==> src/rtl/nrisc_stack_ctrl_if.sv <==
// rtl/nrisc_stack_ctrl_if.sv - request/acknowledge bus between NRISC_CORE and the call/return stack
interface nrisc_stack_ctrl_if #(
    parameter int TAM   = 16,
    parameter int DEPTH = 8
);
    localparam int SW = $clog2(DEPTH) + 1;

    logic           STACK_req;
    logic [1:0]     STACK_cmd;
    logic [TAM-1:0] STACK_PC_in;
    logic [2:0]     STACK_FLAGS_in;
    logic [TAM-1:0] STACK_OUT;
    logic [2:0]     STACK_FLAGS;
    logic           STACK_ack;
    logic           STACK_busy;
    logic           STACK_empty;
    logic           STACK_full;
    logic [SW-1:0]  STACK_depth;
    logic           STACK_ovf;
    logic           STACK_unf;

    modport master (
        output STACK_req, STACK_cmd, STACK_PC_in, STACK_FLAGS_in,
        input  STACK_OUT, STACK_FLAGS, STACK_ack, STACK_busy, STACK_empty,
               STACK_full, STACK_depth, STACK_ovf, STACK_unf
    );

    modport slave (
        input  STACK_req, STACK_cmd, STACK_PC_in, STACK_FLAGS_in,
        output STACK_OUT, STACK_FLAGS, STACK_ack, STACK_busy, STACK_empty,
               STACK_full, STACK_depth, STACK_ovf, STACK_unf
    );
endinterface

==> src/rtl/nrisc_stack_ctrl.sv <==
// rtl/nrisc_stack_ctrl.sv - call/return LIFO saving PC and ULA flags for NRISC
module nrisc_stack_ctrl #(
    parameter int TAM   = 16,
    parameter int DEPTH = 8
) (
    input  logic               clk,
    input  logic               rst,
    nrisc_stack_ctrl_if.slave  s
);
    localparam int AW = $clog2(DEPTH);
    localparam int SW = AW + 1;
    localparam int EW = TAM + 3;

    typedef enum logic [2:0] {
        IDLE    = 3'd0,
        PUSH_WR = 3'd1,
        POP_RD  = 3'd2,
        POP_OUT = 3'd3,
        CLR     = 3'd4
    } state_t;

    state_t         state, state_nxt;
    logic [SW-1:0]  sp;
    logic [SW-1:0]  sp_dec;
    logic [EW-1:0]  mem [DEPTH];
    logic [EW-1:0]  op_q;
    logic [EW-1:0]  rd_q;
    logic [TAM-1:0] out_q;
    logic [2:0]     flags_q;
    logic           ack_q, ovf_q, unf_q;
    logic           full, empty;

    logic accept, wr_en, rd_en, clr_en, out_en, ovf_set, unf_set, ack_nxt;

    assign full   = (sp == SW'(DEPTH));
    assign empty  = (sp == '0);
    assign sp_dec = sp - SW'(1);

    always_comb begin
        state_nxt = state;
        accept    = 1'b0;
        wr_en     = 1'b0;
        rd_en     = 1'b0;
        clr_en    = 1'b0;
        out_en    = 1'b0;
        ovf_set   = 1'b0;
        unf_set   = 1'b0;
        ack_nxt   = 1'b0;
        case (state)
            IDLE: begin
                if (s.STACK_req) begin
                    accept = 1'b1;
                    case (s.STACK_cmd)
                        2'b01:   state_nxt = PUSH_WR;
                        2'b10:   state_nxt = POP_RD;
                        2'b11:   state_nxt = CLR;
                        default: state_nxt = IDLE;
                    endcase
                end
            end
            PUSH_WR: begin
                ack_nxt   = 1'b1;
                state_nxt = IDLE;
                if (full) ovf_set = 1'b1;
                else      wr_en   = 1'b1;
            end
            POP_RD: begin
                if (empty) begin
                    unf_set   = 1'b1;
                    ack_nxt   = 1'b1;
                    state_nxt = IDLE;
                end else begin
                    rd_en     = 1'b1;
                    state_nxt = POP_OUT;
                end
            end
            POP_OUT: begin
                out_en    = 1'b1;
                ack_nxt   = 1'b1;
                state_nxt = IDLE;
            end
            CLR: begin
                clr_en    = 1'b1;
                ack_nxt   = 1'b1;
                state_nxt = IDLE;
            end
            default: state_nxt = IDLE;
        endcase
    end

    always_ff @(posedge clk) begin
        if (rst) begin
            state   <= IDLE;
            sp      <= '0;
            op_q    <= '0;
            rd_q    <= '0;
            out_q   <= '0;
            flags_q <= '0;
            ack_q   <= 1'b0;
            ovf_q   <= 1'b0;
            unf_q   <= 1'b0;
        end else begin
            state <= state_nxt;
            ack_q <= ack_nxt;
            if (accept) op_q <= {s.STACK_PC_in, s.STACK_FLAGS_in};
            if (wr_en)  sp   <= sp + SW'(1);
            if (rd_en) begin
                rd_q <= mem[sp_dec[AW-1:0]];
                sp   <= sp_dec;
            end
            if (out_en) {out_q, flags_q} <= rd_q;
            if (ovf_set) ovf_q <= 1'b1;
            if (unf_set) unf_q <= 1'b1;
            if (clr_en) begin
                sp    <= '0;
                ovf_q <= 1'b0;
                unf_q <= 1'b0;
            end
        end
    end

    // Storage is deliberately left out of reset; only the write strobe respects rst.
    always_ff @(posedge clk) begin
        if (wr_en && !rst) mem[sp[AW-1:0]] <= op_q;
    end

    assign s.STACK_OUT   = out_q;
    assign s.STACK_FLAGS = flags_q;
    assign s.STACK_ack   = ack_q;
    assign s.STACK_busy  = (state != IDLE);
    assign s.STACK_empty = empty;
    assign s.STACK_full  = full;
    assign s.STACK_depth = sp;
    assign s.STACK_ovf   = ovf_q;
    assign s.STACK_unf   = unf_q;
endmodule

==> src/flat_wrapper.sv <==
// flat-port wrapper written by rule: the top's interface ports become plain ports
module nrisc_stack_ctrl_flat 
#(
    parameter int TAM   = 16,
    parameter int DEPTH = 8
)
  (clk, rst, s_STACK_req, s_STACK_cmd, s_STACK_PC_in, s_STACK_FLAGS_in, s_STACK_OUT, s_STACK_FLAGS, s_STACK_ack, s_STACK_busy, s_STACK_empty, s_STACK_full, s_STACK_depth, s_STACK_ovf, s_STACK_unf);
  nrisc_stack_ctrl_if #(.TAM(TAM), .DEPTH(DEPTH)) s_i ();
  input  logic clk;
  input  logic rst;
  input wire logic [$bits(s_i.STACK_req)-1:0] s_STACK_req;
  input wire logic [$bits(s_i.STACK_cmd)-1:0] s_STACK_cmd;
  input wire logic [$bits(s_i.STACK_PC_in)-1:0] s_STACK_PC_in;
  input wire logic [$bits(s_i.STACK_FLAGS_in)-1:0] s_STACK_FLAGS_in;
  output wire logic [$bits(s_i.STACK_OUT)-1:0] s_STACK_OUT;
  output wire logic [$bits(s_i.STACK_FLAGS)-1:0] s_STACK_FLAGS;
  output wire logic [$bits(s_i.STACK_ack)-1:0] s_STACK_ack;
  output wire logic [$bits(s_i.STACK_busy)-1:0] s_STACK_busy;
  output wire logic [$bits(s_i.STACK_empty)-1:0] s_STACK_empty;
  output wire logic [$bits(s_i.STACK_full)-1:0] s_STACK_full;
  output wire logic [$bits(s_i.STACK_depth)-1:0] s_STACK_depth;
  output wire logic [$bits(s_i.STACK_ovf)-1:0] s_STACK_ovf;
  output wire logic [$bits(s_i.STACK_unf)-1:0] s_STACK_unf;
  assign s_i.STACK_req = s_STACK_req;
  assign s_i.STACK_cmd = s_STACK_cmd;
  assign s_i.STACK_PC_in = s_STACK_PC_in;
  assign s_i.STACK_FLAGS_in = s_STACK_FLAGS_in;
  assign s_STACK_OUT = s_i.STACK_OUT;
  assign s_STACK_FLAGS = s_i.STACK_FLAGS;
  assign s_STACK_ack = s_i.STACK_ack;
  assign s_STACK_busy = s_i.STACK_busy;
  assign s_STACK_empty = s_i.STACK_empty;
  assign s_STACK_full = s_i.STACK_full;
  assign s_STACK_depth = s_i.STACK_depth;
  assign s_STACK_ovf = s_i.STACK_ovf;
  assign s_STACK_unf = s_i.STACK_unf;
  nrisc_stack_ctrl #(.TAM(TAM), .DEPTH(DEPTH)) u_core (.clk(clk), .rst(rst), .s(s_i));
endmodule
==> config.mk <==
export PLATFORM = sky130hd
export DESIGN_NAME = nrisc_stack_ctrl_flat
export DESIGN_NICKNAME = d
export VERILOG_FILES = /design/src/rtl/nrisc_stack_ctrl_if.sv /design/src/rtl/nrisc_stack_ctrl.sv /design/src/flat_wrapper.sv
export SDC_FILE = /design/constraint.sdc
export NUM_CORES = 1
export LEC_CHECK = 0
export ABC_AREA = 1
export BUFFER_PORTS_ARGS = -buffer_cell sky130_fd_sc_hd__clkbuf_2
export CAP_MARGIN = 0
export CORE_MARGIN = 2
export CORE_UTILIZATION = 42
export DETAILED_ROUTE_END_ITERATION = 12
export PLACE_DENSITY_LB_ADDON = 0.1
export SLEW_MARGIN = 20
export SYNTH_ARGS = -nofsm -noshare
export SYNTH_HDL_FRONTEND = slang
export SYNTH_SLANG_ARGS = --single-unit
==> constraint.sdc <==
create_clock -name clk -period 5.3 [get_ports clk]
set_input_delay 0.265 -clock clk [delete_from_list [all_inputs] [get_ports clk]]
set_output_delay 0.265 -clock clk [all_outputs]
set_load 0.005 [all_outputs]
==> key figures, run 1 <==
STA
  – WHS: 0.0121 ns
  – Final TNS setup: 0 ns
  – Max-slew headroom: a little over a quarter
  – RSZ-0062 raised after global routing: false
  – Final Max Slew Viols: 0
  – Skew final: 0.00803 ns
  – Max Freq: ~0.33 GHz
  – Final Hold Fails: 0
  – Slew @ Worst Pin: around 1.1 ns
  – Tcrit/Tclk final: 57.8%
  – Final setup fails: 0
  – Min cycle time layout: between 3 and 4 ns

Worst setup path
  – Worst path bufs/invs: 1
  – Max incr delay on CP: around 0.90 ns
  – Worst EP arrival: between 3 and 4 ns
  – WP data required: 5.42 ns
  – CP Capture Type: flip-flop
  – Crit path cell chain: inv_2, ha_1, nand3_1, nand2_1, nor2_1, nand2_1, nor2_2
  – Critical path's slowest cell: nor2_2
  – Top delay family on crit path: simple AND/OR/NAND/NOR gates
  – Worst-path fanout max: 32
  – Element type at the critical path start: flip-flop
  – Cell repeated most along the worst path: nand2_1
  – Worst Setup Path Type: reg -> reg

Power and ir drop
  – P_leak: 4.49 nW
  – Internal power: 2.85 mW
  – Tot Pwr: roughly 3.7 mW
  – Clock network power share: a little over two fifths
  – PwrDens: between 300 and 400 nW/um^2
  – Switch share: a little under a quarter
  – Net Sw Power: just over 800 uW
  – Max rail drop VDD: between 0.2 and 0.25 mV
  – Gate power share: under 10%
  – Seq pwr share: roughly half

Detailed routing
  – DR WL/cell: between 15 and 20 um
  – DR iter-0 viols: between 400 and 500
  – DRC Markers: 0
  – Final ANT Viol Nets: 0
  – Drt total wl: roughly 21000 um
  – DR vias/cell: 4.74
  – Vias: 6187
  – TritonRoute pass-1 iters: 5

Synth
  – Sequential area share after synthesis: between 60% and 70%
  – Number of synthesized flops with an enable pin: between 150 and 200
  – FF+latch count, synth: 219
  – Post-synth top area cell: edfxtp_1
  – Cell Area, Synth: ~9000 um^2
  – Post-Syn Nets: 987
  – Async SR Flop Fraction: 0%
  – Syn_area_per_cell: ~9.4 um^2
  – Syn Inst Count: between 900 and 1000
  – Synth top area share: 50.7%
  – Top cells by area, synth: edfxtp_1 (51%), dfxtp_1 (15%), nand2_1 (12%), nand3_1 (5.7%), inv_1 (5.0%)
  – Synth warnings: 0
  – Most used DFF post-synth: edfxtp_1
  – Most frequent cell after synthesis: nand2_1
  – Post-synthesis cell type count: 29
  – Most frequent cells after synthesis: nand2_1 (284), edfxtp_1 (152), inv_1 (121)

Floorplanning
  – Initial core utilization: 42.9%
  – Die width: between 150 and 200 um
  – Rows: between 50 and 60
  – # IOs: 53
  – Die ar.: ~23000 um^2
  – Die height: between 150 and 200 um
  – Core area: 21000 um^2

Clock network
  – Clk sink count: 219
  – H-tree depth: 1
  – Root buffer cell: clkbuf_16
  – Total CTS buffers: 24
  – Worst skew pair latency: slightly above 0.5 ns
  – CTS tree: done
  – Worst-path clk slew: 0.06 ns
  – Clk buf depth: 3

Cells and area
  – Fin util: between 40 and 50%
  – Ant. Diodes: 0
  – Synth-to-layout area growth: 15.1%
  – Layout cells sized above 1: roughly 11%
  – Final nets: a little over 1000
  – Number of fill cells: about 2000

GRT
  – Vias in the first global route: roughly 5700
  – First-pass GRT wire length: around 33000 um
  – Pin count of the biggest net entering global routing: 73
  – Met2 GRT Util: ~29%
  – Grt peak-use layer: met1
  – Grt met1 use: roughly 29%
  – Total track usage: a little under a fifth
  – Initial antenna violation count: 0
  – Grt total ovfl: 0
  – Met3 capacity usage during global routing: between 2 and 3%

Worst hold path
  – HP Class: in -> reg

Placement
  – Final HPWL from detailed placement: about 13000 um
  – # port buffers: between 50 and 60
  – RD Place Congestion: between 0.7 and 0.8

Flow run
  – Max Cap Viol: 0

Run status
  – Status: completed
==> worst register-to-register path, stage by stage, from the launching register on <==
cell and delay [ns]:
dfxtp_2 0.74, inv_2 0.08, ha_1 0.27, nand3_1 0.12, nand2_1 0.13, nor2_1 0.24
nand2_1 0.20, nor2_2 0.90
==> power by group through the flow <==
stage                     clock [mW]  sequential, mW  combinational [mW]
after global routing            1.70            1.89               0.240
final                           1.58            1.89               0.212
after global placement             0            1.92               0.206
after CTS                       1.62            1.89               0.214
after detailed placement           0            1.92               0.205
after floorplan                    0            1.90               0.140
==> per-layer routing <==
metal | wire length [um] | up-vias | part of all wire, %
li1 | - | 3156 | -
met2 | 9050 | 162 | 43
met3 | 1290 | 23 | 6.2
met4 | 243 | 0 | 1.2
met1 | 10400 | 2846 | 50
met5 | 0 | - | 0
==> area by class of cell <==
type / instances / area, um^2 / share of cell area [%]
Sequential cell: 219 / 5910 / 57.0
Multi-Input combinational cell: 571 / 2450 / 23.7
Clock buffer: 39 / 729 / 7.04
Inverter: 126 / 473 / 4.56
Timing Repair Buffer: 71 / 435 / 4.20
Tap cell: 275 / 344 / 3.32
Clock inverter: 5 / 25.0 / 0.241
==> per-stage QoR <==
step	cell area [um^2]	cells	setup WS, ns
global placement	9470	1249	2.30
finish	10400	1306	2.24
CTS	10400	1306	2.18
global route	10400	1306	2.02
floorplan	9010	961	2.67
detailed placement	9480	1249	2.18
==> state kept, by name, indices dropped and copies added (netlist names) <==
name and flops:
u_core.s.STACK_FLAGS 3, u_core.op_q 19, u_core.state 3, u_core.s.STACK_unf 1, u_core.s.STACK_ack 1, u_core.s.STACK_ovf 1
u_core.mem 152, u_core.rd_q 19, u_core.s.STACK_OUT 16, u_core.s.STACK_depth 4
==> worst paths after layout <==
| path | startpoint | end | slack (ns) | cells past startpoint |
|---|---|---|---|---|
| worst max-delay path | u_core.s.STACK_depth[0] | u_core.mem[0][18] | 2.24 | 7 |
| worst min-delay path | s_STACK_PC_in[1] | u_core.op_q[4] | 0.01 | 3 |
| worst max register to register | u_core.s.STACK_depth[0] | u_core.mem[0][18] | 2.24 | 7 |
| worst min register to register | u_core.s.STACK_unf | u_core.s.STACK_unf | 0.47 | 2 |
==> timing repair <==
action                                 CTS  global route
resized for setup                        0             0
setup buffers                            0             0
hold buffers                            13             0
endpoints found under the hold margin   13             0
==> kinds of logic after synthesis <==
logic type	synth area share [%]
flip-flops	65.5
adder cells (fa/ha/maj)	0.278
AO/OA/AOI/OAI	2.68
AND/OR/NAND/NOR	23.8
XOR/XNOR	0.0972
buffers and inverters	7.62
==> cell usage in the layout (no fill, tap or decap), drive strengths merged <==
cell type,n
nand2,289
edfxtp,152
inv,126
nor2,123
nand3,102
clkbuf,91
dfxtp,67
a21oi,26
o21ai,21
dlygate4sd3,13
buf,6
clkinv,5
or2,2
ha,2
nor3,2
nand3b,1
nor4,1
xor2,1
a31oi,1
(Power assumes the default switching activity.)
==> run 2, diff against run 1 <==
clock period = 2.5 ns   (was 5.3 ns; I/O delays follow)
==> run 2 against run 1 <==
Against the previous run:
- setup slack worse by 2.0 ns
- largest cell class unchanged
- sequential share of layout area fell by 1.3 points
- first-iteration DRC count decreased by 3.5%
- critical path type unchanged
- critical endpoint is now u_core.mem[6][9]
- utilization is 1.1 points higher
- combinational power increased by 130%
- register-to-register slack lost 2.0 ns
- maximum frequency grew 37%
- die area did not move
==> key figures, run 2 (synthesized netlist as in run 1, its figures left out) <==
Placement
  – Final HPWL from detailed placement: 14300 um (+12%)
  – # port buffers: 52 (unchanged)
  – Post-Place Worst Slack: 0.290 ns (-1.89 ns)
  – DP Cell Count: 1265 (+1.3%)
  – RD Place Congestion: 0.796 (+4.5%)

GRT
  – Pin count of the biggest net entering global routing: 89 (+22%)
  – Grt total ovfl: 0 (unchanged)
  – Total track usage: 19.8% (+0.76 points)
  – First-pass GRT wire length: 33700 um (+3.5%)
  – Vias in the first global route: 5868 (+2.8%)
  – Initial antenna violation count: 0 (unchanged)

STA
  – RSZ-0062 raised after global routing: false
  – Fin worst setup slack: 0.257 ns (-1.98 ns)
  – Final Hold Fails: 0 (unchanged)
  – Skew final: 0.0133 ns (+0.00527 ns)
  – Min cycle time layout: 2.24 ns (-0.821 ns)
  – Final setup fails: 0 (unchanged)
  – Final TNS setup: 0 ns (unchanged)
  – Tcrit/Tclk final: 89.7% (+32 points)
  – Max Freq: 0.446 GHz (+37%)
  – Max-slew headroom: 38.3% (+11 points)
  – Slew @ Worst Pin: 0.925 ns (-0.163 ns)
  – Final Max Slew Viols: 0 (unchanged)

Detailed routing
  – DR iter-0 viols: 443 (-3.5%)
  – Drt total wl: 21800 um (+3.9%)
  – DR WL/cell: 16.3 um (+1.8%)
  – Vias: 6216 (+0.47%)
  – DRC Markers: 0 (unchanged)
  – TritonRoute pass-1 iters: 5 (unchanged)
  – Final ANT Viol Nets: 0 (unchanged)
  – DR vias/cell: 4.66 (-1.6%)

Clock network
  – Worst-path clk slew: 0.06 ns (about the same)
  – CTS tree: done
  – H-tree depth: 1 (unchanged)
  – Root buffer cell: clkbuf_16
  – Worst skew pair latency: 0.52 ns (about the same)
  – Clk sink count: 219 (unchanged)
  – Post-CTS Setup Inserts: 0 (unchanged)
  – Total CTS buffers: 24 (unchanged)
  – Clk buf depth: 3 (unchanged)

Worst setup path
  – Worst-path fanout max: 19 (-41%)
  – Element type at the critical path start: flip-flop
  – Worst EP arrival: 2.43 ns (-0.75 ns)
  – Critical path's slowest cell: dfxtp_1
  – Worst path bufs/invs: 2 (+1)
  – Cell repeated most along the worst path: nand2_1
  – Max incr delay on CP: 0.41 ns (-0.49 ns)
  – Top delay family on crit path: simple AND/OR/NAND/NOR gates
  – Crit path cell chain: inv_1, ha_1, nand3_1, nand2_1, nor2_1, nand2_1, nor2_2, buf_4
  – WP data required: 2.69 ns (-2.73 ns)
  – Worst Setup Path Type: reg -> reg
  – CP Capture Type: flip-flop

Cells and area
  – Final nets: 1066 (+2.6%)
  – Fin util: 50.4% (+1.1 points)
  – Ant. Diodes: 0 (unchanged)
  – Most frequent cells in the layout: nand2_1 (284), edfxtp_1 (152), inv_1 (121), nor2_1 (112), nand3_1 (102)
  – Final cell count without fillers: 1333 (+2.1%)
  – Synth-to-layout area growth: 17.7%
  – Number of fill cells: 1985 (-0.95%)
  – Layout cells sized above 1: 12.7% (+1.3 points)
  – Max reg flops: 152 (unchanged)
  – Most common cell after layout, fill and taps aside: nand2_1

Floorplanning
  – Rows: 53 (unchanged)
  – # IOs: 53 (unchanged)
  – Core area: 21000 um^2 (unchanged)
  – Die width: 150 um (unchanged)
  – Die height: 150 um (unchanged)
  – Die ar.: 22600 um^2 (unchanged)
  – Initial core utilization: 42.9% (unchanged)

Power and ir drop
  – Max rail drop VDD: 0.487 mV (+140%)
  – P_leak: 4.63 nW (+3.1%)
  – PwrDens: 741 nW/um^2 (+110%)
  – Tot Pwr: 7.86 mW (+110%)

Run status
  – Status: completed

Worst hold path
  – HP Class: in -> reg

Flow run
  – Max Cap Viol: 0 (unchanged)
run 2: cell types whose count changed in the layout (fill, tap and decap cells not counted), sizes merged:
cell         change
buf             +16
dlygate4sd3     +11
clkinv           +2
clkbuf           -1
inv              -1
run 2: final cells by class:
| cell class | count | area [um^2] | share of cell area (%) |
|---|---|---|---|
| clock inverters | 6 | 30.0 | 0.283 |
| well taps | 275 | 344 | 3.25 |
| flip-flops and latches | 219 | 5910 | 55.7 |
| inverters | 126 | 473 | 4.46 |
| multi-input cells | 571 | 2440 | 23.0 |
| clock buffers | 38 | 727 | 6.86 |
| repair buffers | 98 | 678 | 6.40 |
run 2: path summary, 6_finish.rpt:
kind,start,endpoint,slack [ns],cells past startpoint
hold reg to reg,u_core.s.STACK_unf,u_core.s.STACK_unf,0.46,2
setup / recovery,u_core.s.STACK_depth[1],u_core.mem[6][9],0.26,8
setup reg to reg,u_core.s.STACK_depth[1],u_core.mem[6][9],0.26,8
hold / removal,s_STACK_req,u_core.op_q[3],0.20,4
run 2: layer usage:
layer  GRT usage [%]  share of wire [%]  vias up
met5               0                  0        -
met4            4.81                1.8        0
met3            2.94                4.9       31
met2            30.3                 44      143
met1            29.6                 49     2828
li1                -                  -     3214
run 2: per-stage QoR:
stage,hold WS [ns],cell area (um^2)
after floorplan,0.267,9010
after global placement,0.380,9610
after detailed placement,0.386,9610
after CTS,0.181,10600
after global routing,0.213,10600
final,0.195,10600
run 2: worst reg2reg max path, stage by stage (launching register included):
cell	delay (ns)
dfxtp_1	0.41
inv_1	0.10
ha_1	0.24
nand3_1	0.12
nand2_1	0.13
nor2_1	0.26
nand2_1	0.24
nor2_2	0.14
buf_4	0.28
run 2: timing repair:
item	in CTS	in global routing
hold buffers	24	0
resized for setup	0	0
hold endpoints to repair	23	0
run 2: power breakdown:
group,switching [mW],leakage (nW),internal (mW)
Clock,1.38,0.379,1.99
Combinational,0.331,2.31,0.161
Sequential,0.0789,1.94,3.92
Total,1.79,4.63,6.07
==> run 3, diff against run 2 <==
CORE_UTILIZATION = 45   (was 42)
==> run 3 against run 2 <==
Against the previous run:
- register-to-register slack gained 0.03 ns
- critical endpoint is now u_core.mem[0][18]
- maximum frequency grew 1.2%
- critical path type unchanged
- non-clock buffer count shrank 1
==> key figures, run 3 (synthesized netlist as in run 1, its figures left out) <==
Cells and area
  – Synth-to-layout area growth: 17.5%
  – Final nets: 1064 (-0.19%)
  – Number of fill cells: 1799 (-9.4%)
  – Layout cells sized above 1: 12.5% (-0.14 points)
  – Final cell count without fillers: 1319 (-1.1%)
  – Max reg flops: 152 (unchanged)
  – Most common cell after layout, fill and taps aside: nand2_1
  – Ant. Diodes: 0 (unchanged)
  – Most frequent cells in the layout: nand2_1 (284), edfxtp_1 (152), inv_1 (121), nor2_1 (112), nand3_1 (102)

Floorplanning
  – Die width: 146 um (-3.3%)
  – Rows: 51 (-3.8%)
  – Die ar.: 21200 um^2 (-6.5%)
  – # IOs: 53 (unchanged)
  – Initial core utilization: 46.1% (+3.3 points)
  – Die height: 146 um (-3.3%)
  – Core area: 19500 um^2 (-7.1%)

Power and ir drop
  – PwrDens: 735 nW/um^2 (-0.86%)
  – Seq pwr share: 51.4% (+0.5 points)
  – Clock network power share: 42.4% (-0.4 points)
  – Switch share: 22.5% (-0.21 points)
  – Max rail drop VDD: 0.514 mV (+5.4%)
  – Gate power share: 6.2% (about the same)
  – P_leak: 4.61 nW (-0.35%)
  – Net Sw Power: 1.75 mW (-1.9%)
  – Internal power: 6.03 mW (-0.76%)
  – Tot Pwr: 7.78 mW (-1.0%)

GRT
  – Total track usage: 20.6% (+0.81 points)
  – Vias in the first global route: 5923 (+0.94%)
  – Pin count of the biggest net entering global routing: 89 (unchanged)
  – Initial antenna violation count: 0 (unchanged)
  – First-pass GRT wire length: 33900 um (+0.72%)
  – Grt total ovfl: 0 (unchanged)

Clock network
  – Worst-path clk slew: 0.06 ns (about the same)
  – Clk sink count: 219 (unchanged)
  – H-tree depth: 1 (unchanged)
  – Post-CTS Setup Inserts: 0 (unchanged)
  – CTS tree: done
  – Root buffer cell: clkbuf_16
  – Clk buf depth: 3 (unchanged)
  – Worst skew pair latency: 0.50 ns (-0.02 ns)
  – Total CTS buffers: 23 (-4.2%)

STA
  – Final TNS setup: 0 ns (unchanged)
  – Final Max Slew Viols: 0 (unchanged)
  – Max Freq: 0.451 GHz (+1.2%)
  – RSZ-0062 raised after global routing: false
  – WHS: 0.141 ns (-0.0544 ns)
  – Skew final: 0.00944 ns (-0.00386 ns)
  – Slew @ Worst Pin: 0.980 ns (+0.0545 ns)
  – Min cycle time layout: 2.22 ns (-0.0265 ns)
  – Max-slew headroom: 34.7% (-3.6 points)
  – Final setup fails: 0 (unchanged)
  – Final Hold Fails: 0 (unchanged)
  – Tcrit/Tclk final: 88.7% (-1.1 points)

Detailed routing
  – TritonRoute pass-1 iters: 5 (unchanged)
  – DR WL/cell: 16.4 um (about the same)
  – Vias: 6375 (+2.6%)
  – Final ANT Viol Nets: 0 (unchanged)
  – DR vias/cell: 4.83 (+3.6%)
  – DR iter-0 viols: 526 (+19%)
  – DRC Markers: 0 (unchanged)
  – Drt total wl: 21600 um (-0.96%)

Flow run
  – Max Cap Viol: 0 (unchanged)

Placement
  – RD Place Congestion: 0.755 (-5.2%)
  – Final HPWL from detailed placement: 13700 um (-4.4%)
  – DP Cell Count: 1256 (-0.71%)
  – # port buffers: 52 (unchanged)

Worst setup path
  – Worst EP arrival: 2.40 ns (-0.03 ns)
  – Element type at the critical path start: flip-flop
  – WP data required: 2.68 ns (about the same)
  – CP Capture Type: flip-flop
  – Worst-path fanout max: 19 (unchanged)
  – Worst Setup Path Type: reg -> reg

Run status
  – Status: completed

Worst hold path
  – HP Class: in -> reg
run 3: stage by stage:
stage / setup WS, ns / cell area [um^2] / utilization (%)
6_report: 0.283 / 10600 / 54.2
5_1_grt: 0.193 / 10600 / 54.2
4_1_cts: 0.289 / 10600 / 54.2
3_5_place_dp: 0.298 / 9630 / 49.3
3_3_place_gp: 0.330 / 9630 / 49.3
2_1_floorplan: -0.127 / 9010 / -
run 3: final timing paths:
path	slack, ns	depth (start not counted)	end	start
setup / recovery	0.28	8	u_core.mem[0][18]	u_core.s.STACK_depth[1]
hold / removal	0.14	2	u_core.rd_q[1]	rst
setup reg to reg	0.28	8	u_core.mem[0][18]	u_core.s.STACK_depth[1]
hold reg to reg	0.46	2	u_core.s.STACK_unf	u_core.s.STACK_unf
run 3: critical path, stage by stage, from the launching register on:
cell and delay, ns:
dfxtp_1 0.41, inv_1 0.10, ha_1 0.23, nand3_1 0.11, nand2_1 0.14, nor2_1 0.25
nand2_1 0.21, nor2_2 0.14, buf_4 0.30
run 3: repair_timing:
item                      4_1_cts  5_1_grt
hold endpoints to repair       22        0
hold buffers                   22        0
resized for setup               0        0
run 3: routing by layer:
layer  part of all wire (%)  track usage (%)  vias to the layer above
li1                       -                -                     3214
met3                    5.9             2.70                       26
met2                     43             31.1                      180
met4                    1.6             4.41                        0
met1                     49             31.9                     2955
met5                      0                0                        -
run 3: area by class of cell:
type / count / area, um^2 / share of cell area [%]
inverters: 126 / 473 / 4.47
well taps: 265 / 332 / 3.13
repair buffers: 97 / 691 / 6.53
multi-input cells: 571 / 2440 / 23.1
flip-flops and latches: 219 / 5910 / 55.8
clock buffers: 35 / 704 / 6.66
clock inverters: 6 / 33.8 / 0.319
run 3: power by group through the flow:
| stage | registers [mW] | logic, mW | clock network [mW] |
|---|---|---|---|
| floorplan | 4.03 | 0.297 | 0 |
| global placement | 4.07 | 0.453 | 0 |
| detailed placement | 4.08 | 0.454 | 0 |
| CTS | 4.00 | 0.482 | 3.36 |
| global route | 4.00 | 0.543 | 3.50 |
| finish | 4.00 | 0.482 | 3.30 |
